`src/rtl/led_arb_pkg.sv`:
```
// Shared constants, FSM state encoding and the round-robin pick for the LED bank arbiter.
// Pure combinational helpers; no latency or backpressure of their own.
package led_arb_pkg;

  localparam logic [1:0] ST_IDLE   = 2'd0;
  localparam logic [1:0] ST_OWN    = 2'd1;
  localparam logic [1:0] ST_SWITCH = 2'd2;

  localparam int DEF_NUM_REQ    = 4;
  localparam int DEF_LED_W      = 8;
  localparam int DEF_PRESCALE_W = 18;
  localparam int DEF_HOLD_TICKS = 4;

  // Widest requester vector the pick function supports; callers zero-extend.
  localparam int MAX_REQ = 8;

  typedef struct packed {
    logic       vld;
    logic [2:0] idx;
  } rr_pick_t;

  // Lowest requester above ptr wins; if none, wrap to the lowest requester overall.
  function automatic rr_pick_t rr_pick(input logic [MAX_REQ-1:0] req, input logic [2:0] ptr);
    rr_pick_t           pick;
    logic [MAX_REQ-1:0] above;
    pick = '0;
    for (int i = 0; i < MAX_REQ; i++) begin
      above[i] = req[i] && (i > int'(ptr));
    end
    for (int i = MAX_REQ - 1; i >= 0; i--) begin
      if (req[i]) begin
        pick.vld = 1'b1;
        pick.idx = 3'(i);
      end
    end
    for (int i = MAX_REQ - 1; i >= 0; i--) begin
      if (above[i]) pick.idx = 3'(i);
    end
    return pick;
  endfunction

endpackage

```
`src/rtl/led_tick_gen.sv`:
```
// Free-running prescaler: one-cycle tick every 2^PRESCALE_W clk cycles, registered.
// Tick follows the all-ones count by one cycle; never stalls, no backpressure.
module led_tick_gen
  import led_arb_pkg::*;
#(
  parameter int PRESCALE_W = DEF_PRESCALE_W
) (
  input  logic clk,
  input  logic rst,
  output logic tick
);

  logic [PRESCALE_W-1:0] cnt;

  always_ff @(posedge clk or posedge rst) begin
    if (rst) begin
      cnt  <= '0;
      tick <= 1'b0;
    end else begin
      cnt  <= cnt + PRESCALE_W'(1);
      tick <= &cnt;
    end
  end

endmodule

```
`src/rtl/led_bank_arbiter.sv`:
```
// Round-robin owner of the LED bank with min hold time and break-before-make; LED_ACTIVE_LOW_EN inverts leds.
// req->grant 1 cycle, grant->leds 1 cycle; requesters are never stalled, they just wait for a grant.
module led_bank_arbiter
  import led_arb_pkg::*;
#(
  parameter int NUM_REQ    = DEF_NUM_REQ,
  parameter int LED_W      = DEF_LED_W,
  parameter int PRESCALE_W = DEF_PRESCALE_W,
  parameter int HOLD_TICKS = DEF_HOLD_TICKS
) (
  input  logic                     clk,
  input  logic                     rst,
  input  logic [NUM_REQ-1:0]       req,
  input  logic [NUM_REQ*LED_W-1:0] pattern,
  output logic [NUM_REQ-1:0]       grant,
  output logic [LED_W-1:0]         leds,
  output logic                     busy,
  output logic                     tick
);

`ifdef LED_ACTIVE_LOW_EN
  localparam logic [LED_W-1:0] LED_POL = '1;
`else
  localparam logic [LED_W-1:0] LED_POL = '0;
`endif

  logic [1:0]         state;
  logic [2:0]         rr_ptr;
  logic [7:0]         hold_cnt;
  logic [LED_W-1:0]   idle_ctr;
  logic [MAX_REQ-1:0] req_ext;
  rr_pick_t           pick;
  logic [NUM_REQ-1:0] pick_grant;
  logic [LED_W-1:0]   owner_pat;
  logic               owner_req;
  logic               rival_req;

  led_tick_gen #(
    .PRESCALE_W(PRESCALE_W)
  ) u_tick_gen (
    .clk (clk),
    .rst (rst),
    .tick(tick)
  );

  // grant is one-hot while owning, so it doubles as the owner select.
  always_comb begin
    req_ext              = '0;
    req_ext[NUM_REQ-1:0] = req;
    pick                 = rr_pick(req_ext, rr_ptr);
    pick_grant           = '0;
    owner_pat            = '0;
    for (int i = 0; i < NUM_REQ; i++) begin
      pick_grant[i] = pick.vld && (pick.idx == 3'(i));
      owner_pat     = owner_pat | (pattern[i*LED_W +: LED_W] & {LED_W{grant[i]}});
    end
    owner_req = |(req & grant);
    rival_req = |(req & ~grant);
  end

  assign busy = (state != ST_IDLE);

  always_ff @(posedge clk or posedge rst) begin
    if (rst) begin
      state    <= ST_IDLE;
      grant    <= '0;
      rr_ptr   <= 3'(NUM_REQ - 1);
      hold_cnt <= '0;
      idle_ctr <= '0;
      leds     <= LED_POL;
    end else begin
      if (tick) idle_ctr <= idle_ctr + LED_W'(1);
      case (state)
        ST_IDLE: begin
          leds <= idle_ctr ^ LED_POL;
          if (pick.vld) begin
            grant    <= pick_grant;
            rr_ptr   <= pick.idx;
            hold_cnt <= 8'(HOLD_TICKS);
            state    <= ST_OWN;
          end
        end
        ST_OWN: begin
          leds <= owner_pat ^ LED_POL;
          if (tick && hold_cnt != 8'd0) hold_cnt <= hold_cnt - 8'd1;
          if (!owner_req || (hold_cnt == 8'd0 && rival_req)) begin
            grant <= '0;
            state <= ST_SWITCH;
          end
        end
        ST_SWITCH: begin
          // leds deliberately not written: the bank holds its last image across the gap.
          if (pick.vld) begin
            grant    <= pick_grant;
            rr_ptr   <= pick.idx;
            hold_cnt <= 8'(HOLD_TICKS);
            state    <= ST_OWN;
          end else begin
            state <= ST_IDLE;
          end
        end
        default: begin
          grant <= '0;
          state <= ST_IDLE;
        end
      endcase
    end
  end

endmodule
```
`config.mk`:
```
export PLATFORM = sky130hd
export DESIGN_NAME = led_bank_arbiter
export DESIGN_NICKNAME = d
export VERILOG_FILES = /design/src/rtl/led_arb_pkg.sv /design/src/rtl/led_tick_gen.sv /design/src/rtl/led_bank_arbiter.sv
export SDC_FILE = /design/constraint.sdc
export NUM_CORES = 1
export LEC_CHECK = 0
export ABC_AREA = 0
export CAP_MARGIN = 20
export CORE_MARGIN = 2
export CORE_UTILIZATION = 51
export CTS_CLUSTER_SIZE = 10
export DETAILED_ROUTE_END_ITERATION = 12
export GPL_ROUTABILITY_DRIVEN = 1
export MAX_ROUTING_LAYER = met4
export PLACE_DENSITY_LB_ADDON = 0.15
export SLEW_MARGIN = 20
export SYNTH_ARGS = -nofsm -noshare
export SYNTH_HDL_FRONTEND = slang
export SYNTH_HIERARCHICAL = 1
export SYNTH_SLANG_ARGS = --single-unit
```
`constraint.sdc`:
```
create_clock -name clk -period 4.3 [get_ports clk]
set_clock_uncertainty 0.15 [all_clocks]
set_input_delay 0.86 -clock clk [delete_from_list [all_inputs] [get_ports clk]]
set_output_delay 0.86 -clock clk [all_outputs]
set_load 0.01 [all_outputs]
```
==> impl_summary.log <==
[metrics] run status: completed
[metrics] DRC violations left: 0
[metrics] number of enable-type register cells in the synthesized netlist: 0
[metrics] combinational group share of total power: 0.356
[metrics] largest voltage drop on the vdd net: 204.8 uV
[metrics] fraction of the mapped netlist area in simple logic gates: 0.2196
[metrics] Die Footprint: 6024 um^2
[metrics] worst hold margin: 323.4 ps
[metrics] post-synthesis to final-layout area growth: 23.31%
[metrics] Die Wd: 77.62 um
[metrics] core area: 5172 um^2
[metrics] LEAKAGE: 1.456 nW
[metrics] xor and xnor area share after synthesis: 0.07922
[metrics] final global-route overflow total: 0
[metrics] post-synthesis cell type with the largest combined area: dfrtp_1
[metrics] antenna diode count: 0
[metrics] dominant cells by area after synthesis: dfrtp_1, a22oi_1, xnor2_1, nand2_1, xor2_1
[metrics] Port Buffer Count: 51
[metrics] half-perimeter wire length of the detailed placement result: 4.235 mm
[metrics] clk_lat worst skew: 310 ps
[metrics] predominant post-synthesis flop cell: dfrtp_1
[metrics] CP endpoint kind: output port
[metrics] average wire per cell in the routed design: 14.95 um
[metrics] sequential-to-total area share from yosys stat: 0.4627
[metrics] fraction of final layout cells with drive strength greater than 1: 0.09779
[metrics] Clock H-tree levels: 2
[metrics] library cell used as clock root buffer: clkbuf_8
[metrics] top-area cell type share of the netlist area: 0.4436
[metrics] post-synthesis average cell area: 10.24 um^2
[metrics] top routing layer used: met4
[metrics] number of buffers on the longest clock path: 2
[metrics] number of warnings reported in the yosys synthesis log: 6
[metrics] pin count of the biggest net entering global routing: 27
[metrics] distinct cell type count of the synthesized netlist: 55
[metrics] number of buffers inserted by post-CTS setup repair: 0
[metrics] clock-pin slew reported for the worst setup and hold paths after clock tree synthesis: 90 ps
[metrics] clock sink count: 51
[metrics] Clock Power Share: 0.191
[metrics] die span in y: 77.62 um
[metrics] via count of the first global-routing pass: 2093
[metrics] peak fanout along the critical path: 20
[metrics] first-pass GRT wire length: 9.763 mm
[metrics] Worst-Margin Slew: 690.1 ps
[metrics] Filler Cells Inserted: 411
[metrics] max-cap check violation count: 0
[metrics] fraction of the mapped netlist area in adder cells: 0.01811
[metrics] Compound-Gate Fraction of Synth Area: 0.1698
[metrics] number of top-level pins: 52
[metrics] final net count: 358
[metrics] final period utilization: 0.6400
[metrics] vias after detailed routing: 2167
[metrics] total setup violations reported at the end of the flow: 0
[metrics] commonest cells after routing, fill and taps aside: clkdlybuf4s50_1, dfrtp_1, nand2_1
[metrics] sequential cell area: 1279 um^2
[metrics] routed wire length on met3: 446 um
[metrics] clock tree from TritonCTS: yes
[metrics] DRC marker count from the first detailed-route iteration: 102
[metrics] Worst Reg2Reg Path Length in Cells: 6
[metrics] required time at the endpoint of the critical path: 3290 ps
[metrics] sum of routed wire segments on met1: 2.698 mm
[metrics] crit start category: flip-flop
[metrics] flip-flop and latch count after synthesis: 51
[metrics] switching power as a share of total power: 0.3633
[metrics] Reg power frac: 0.453
[metrics] dominant combinational cell family by area after synthesis: simple AND/OR/NAND/NOR gates
[metrics] most common cell after layout, fill and taps aside: clkdlybuf4s50_1
[metrics] routed wire length: 5.787 mm
[metrics] highest achievable clock rate: 0.3634 GHz
[metrics] setup slack of the most critical reg-to-reg path: 2260 ps
[metrics] Gates resized, CTS repair: 0
[metrics] number of iterations in the first detailed-routing pass: 4
[metrics] final number of hold-violating endpoints: 0
[metrics] routability cong.: 0.8277
[metrics] max-slew violation count: 0
[metrics] setup total negative slack: 0 ps
[metrics] remaining number of nets flagged by the antenna check after routing: 0
[metrics] multi-input gate area in the final layout: 1386 um^2
[metrics] Site Rows: 26
[metrics] post-synthesis cell area: 2764 um^2
[metrics] total track usage: 0.2069
[metrics] Sw Pwr: 0.5379 mW
[metrics] fraction of synthesis flops using an asynchronous set or reset pin: 1.000
[metrics] category of the critical setup timing path: flip-flop to output port
[metrics] Max-slew headroom: 0.5394
[metrics] number of vias per cell after detailed routing: 5.599
[metrics] number of buffers inserted by hold repair at cts: 0
[metrics] antenna violations before repair: 0
[metrics] setup repair after global routing missed its margin: false
[metrics] Cells on Worst Hold Path: 1
[metrics] gate count after technology mapping: 270
[metrics] Arrival @ worst endpoint: 1740 ps
[metrics] portion of netlist area occupied by mux cells: 0.01494
[metrics] routed length on met2: 2.595 mm
[metrics] synthesized net count: 312
[metrics] internal power consumption: 0.9426 mW
[metrics] cts bufs inserted: 5
[metrics] starting utilization of the core area: 0.5343
[metrics] post-layout minimum cycle time: 2752 ps
[metrics] worst hold-check path type: flip-flop to flip-flop
[metrics] Pwr Density: 434.4 nW/um^2
final cells by class:
| type | count | share of cell area |
|---|---|---|
| clock inverter | 3 | 0.006975 |
| clock buffer | 5 | 0.02019 |
| multi-input combinational | 198 | 0.4068 |
| timing repair buffer | 54 | 0.1586 |
| inverter | 6 | 0.006608 |
| tap | 70 | 0.02570 |
| sequential | 51 | 0.3752 |
through the flow:
stage / setup WS [ps] / std cells / power (mW) / util / cell area (um^2)
6_report: 1548 / 387 / 1.481 / 0.6589 / 3408
5_1_grt: 1420 / 387 / 1.590 / 0.6589 / 3408
4_1_cts: 1523 / 386 / 1.502 / 0.6560 / 3393
3_5_place_dp: 1565 / 378 / 1.212 / 0.6381 / 3301
3_3_place_gp: 1624 / 378 / 1.195 / 0.6381 / 3301
2_1_floorplan: 2213 / 270 / 0.9819 / - / 2764
power groups by stage:
stage / logic [mW] / clock network (mW) / registers [mW]
floorplan: 0.359 / 0 / 0.623
global placement: 0.520 / 0 / 0.676
detailed placement: 0.532 / 0 / 0.680
CTS: 0.534 / 0.298 / 0.671
global route: 0.586 / 0.315 / 0.690
finish: 0.527 / 0.283 / 0.670
Yosys cell counts, drive strengths merged, types with 2 or more instances:
cell type	instances
a211o	2
a211oi	3
a21oi	5
a22oi	18
and3	3
buf	7
clkbuf	8
dfrtp	49
dfstp	2
ha	4
inv	6
mux2i	3
nand2	27
nand2b	4
nand3	19
nand3b	3
nand4	6
nor2	10
nor2b	7
nor3	5
nor3b	2
nor4	4
o2111ai	4
o211ai	3
o21ai	18
o21bai	2
o31ai	2
or2	5
xnor2	14
xor2	11
final timing paths:
check / startpoint / to
max: state[1]$_DFFE_PP0P_ / busy
min: u_tick_gen/cnt[16]$_DFF_PP0_ / u_tick_gen/cnt[16]$_DFF_PP0_
max reg2reg: hold_cnt[0]$_DFFE_PP0P_ / grant[2]$_DFFE_PP0P_
min reg2reg: u_tick_gen/cnt[16]$_DFF_PP0_ / u_tick_gen/cnt[16]$_DFF_PP0_
max in group asynchronous: rst / u_tick_gen/cnt[15]$_DFF_PP0_
min in group asynchronous: rst / hold_cnt[2]$_DFFE_PP0P_
critical path: stages (launching register included):
cell	delay, ps
dfrtp_1	580
or2_2	370
clkdlybuf4s50_1	480
sequential cells by signal (all words and copies together), names as in the netlist:
name and count:
u_tick_gen/tick 1, rr_ptr 2, grant 4, idle_ctr 8
u_tick_gen/cnt 18, state 2, leds 8, hold_cnt 8
per-layer routing:
| layer | GRT usage | vias up |
|---|---|---|
| li1 | - | 1070 |
| met1 | 0.2750 | 1017 |
| met2 | 0.3121 | 75 |
| met3 | 0.05814 | 5 |
| met4 | 0.05893 | 0 |
| met5 | - | - |
cell families (layout without fill, tap and decap cells):
kind of cell    after synthesis  count (layout)
flops                        51              51
xor+xnor                     25              25
simple gates                100             100
compound gates               65              65
mux                           4               4
fa+ha+maj                     4               4
buf+inv                      21              68
Power figures use the tool's default switching activity.
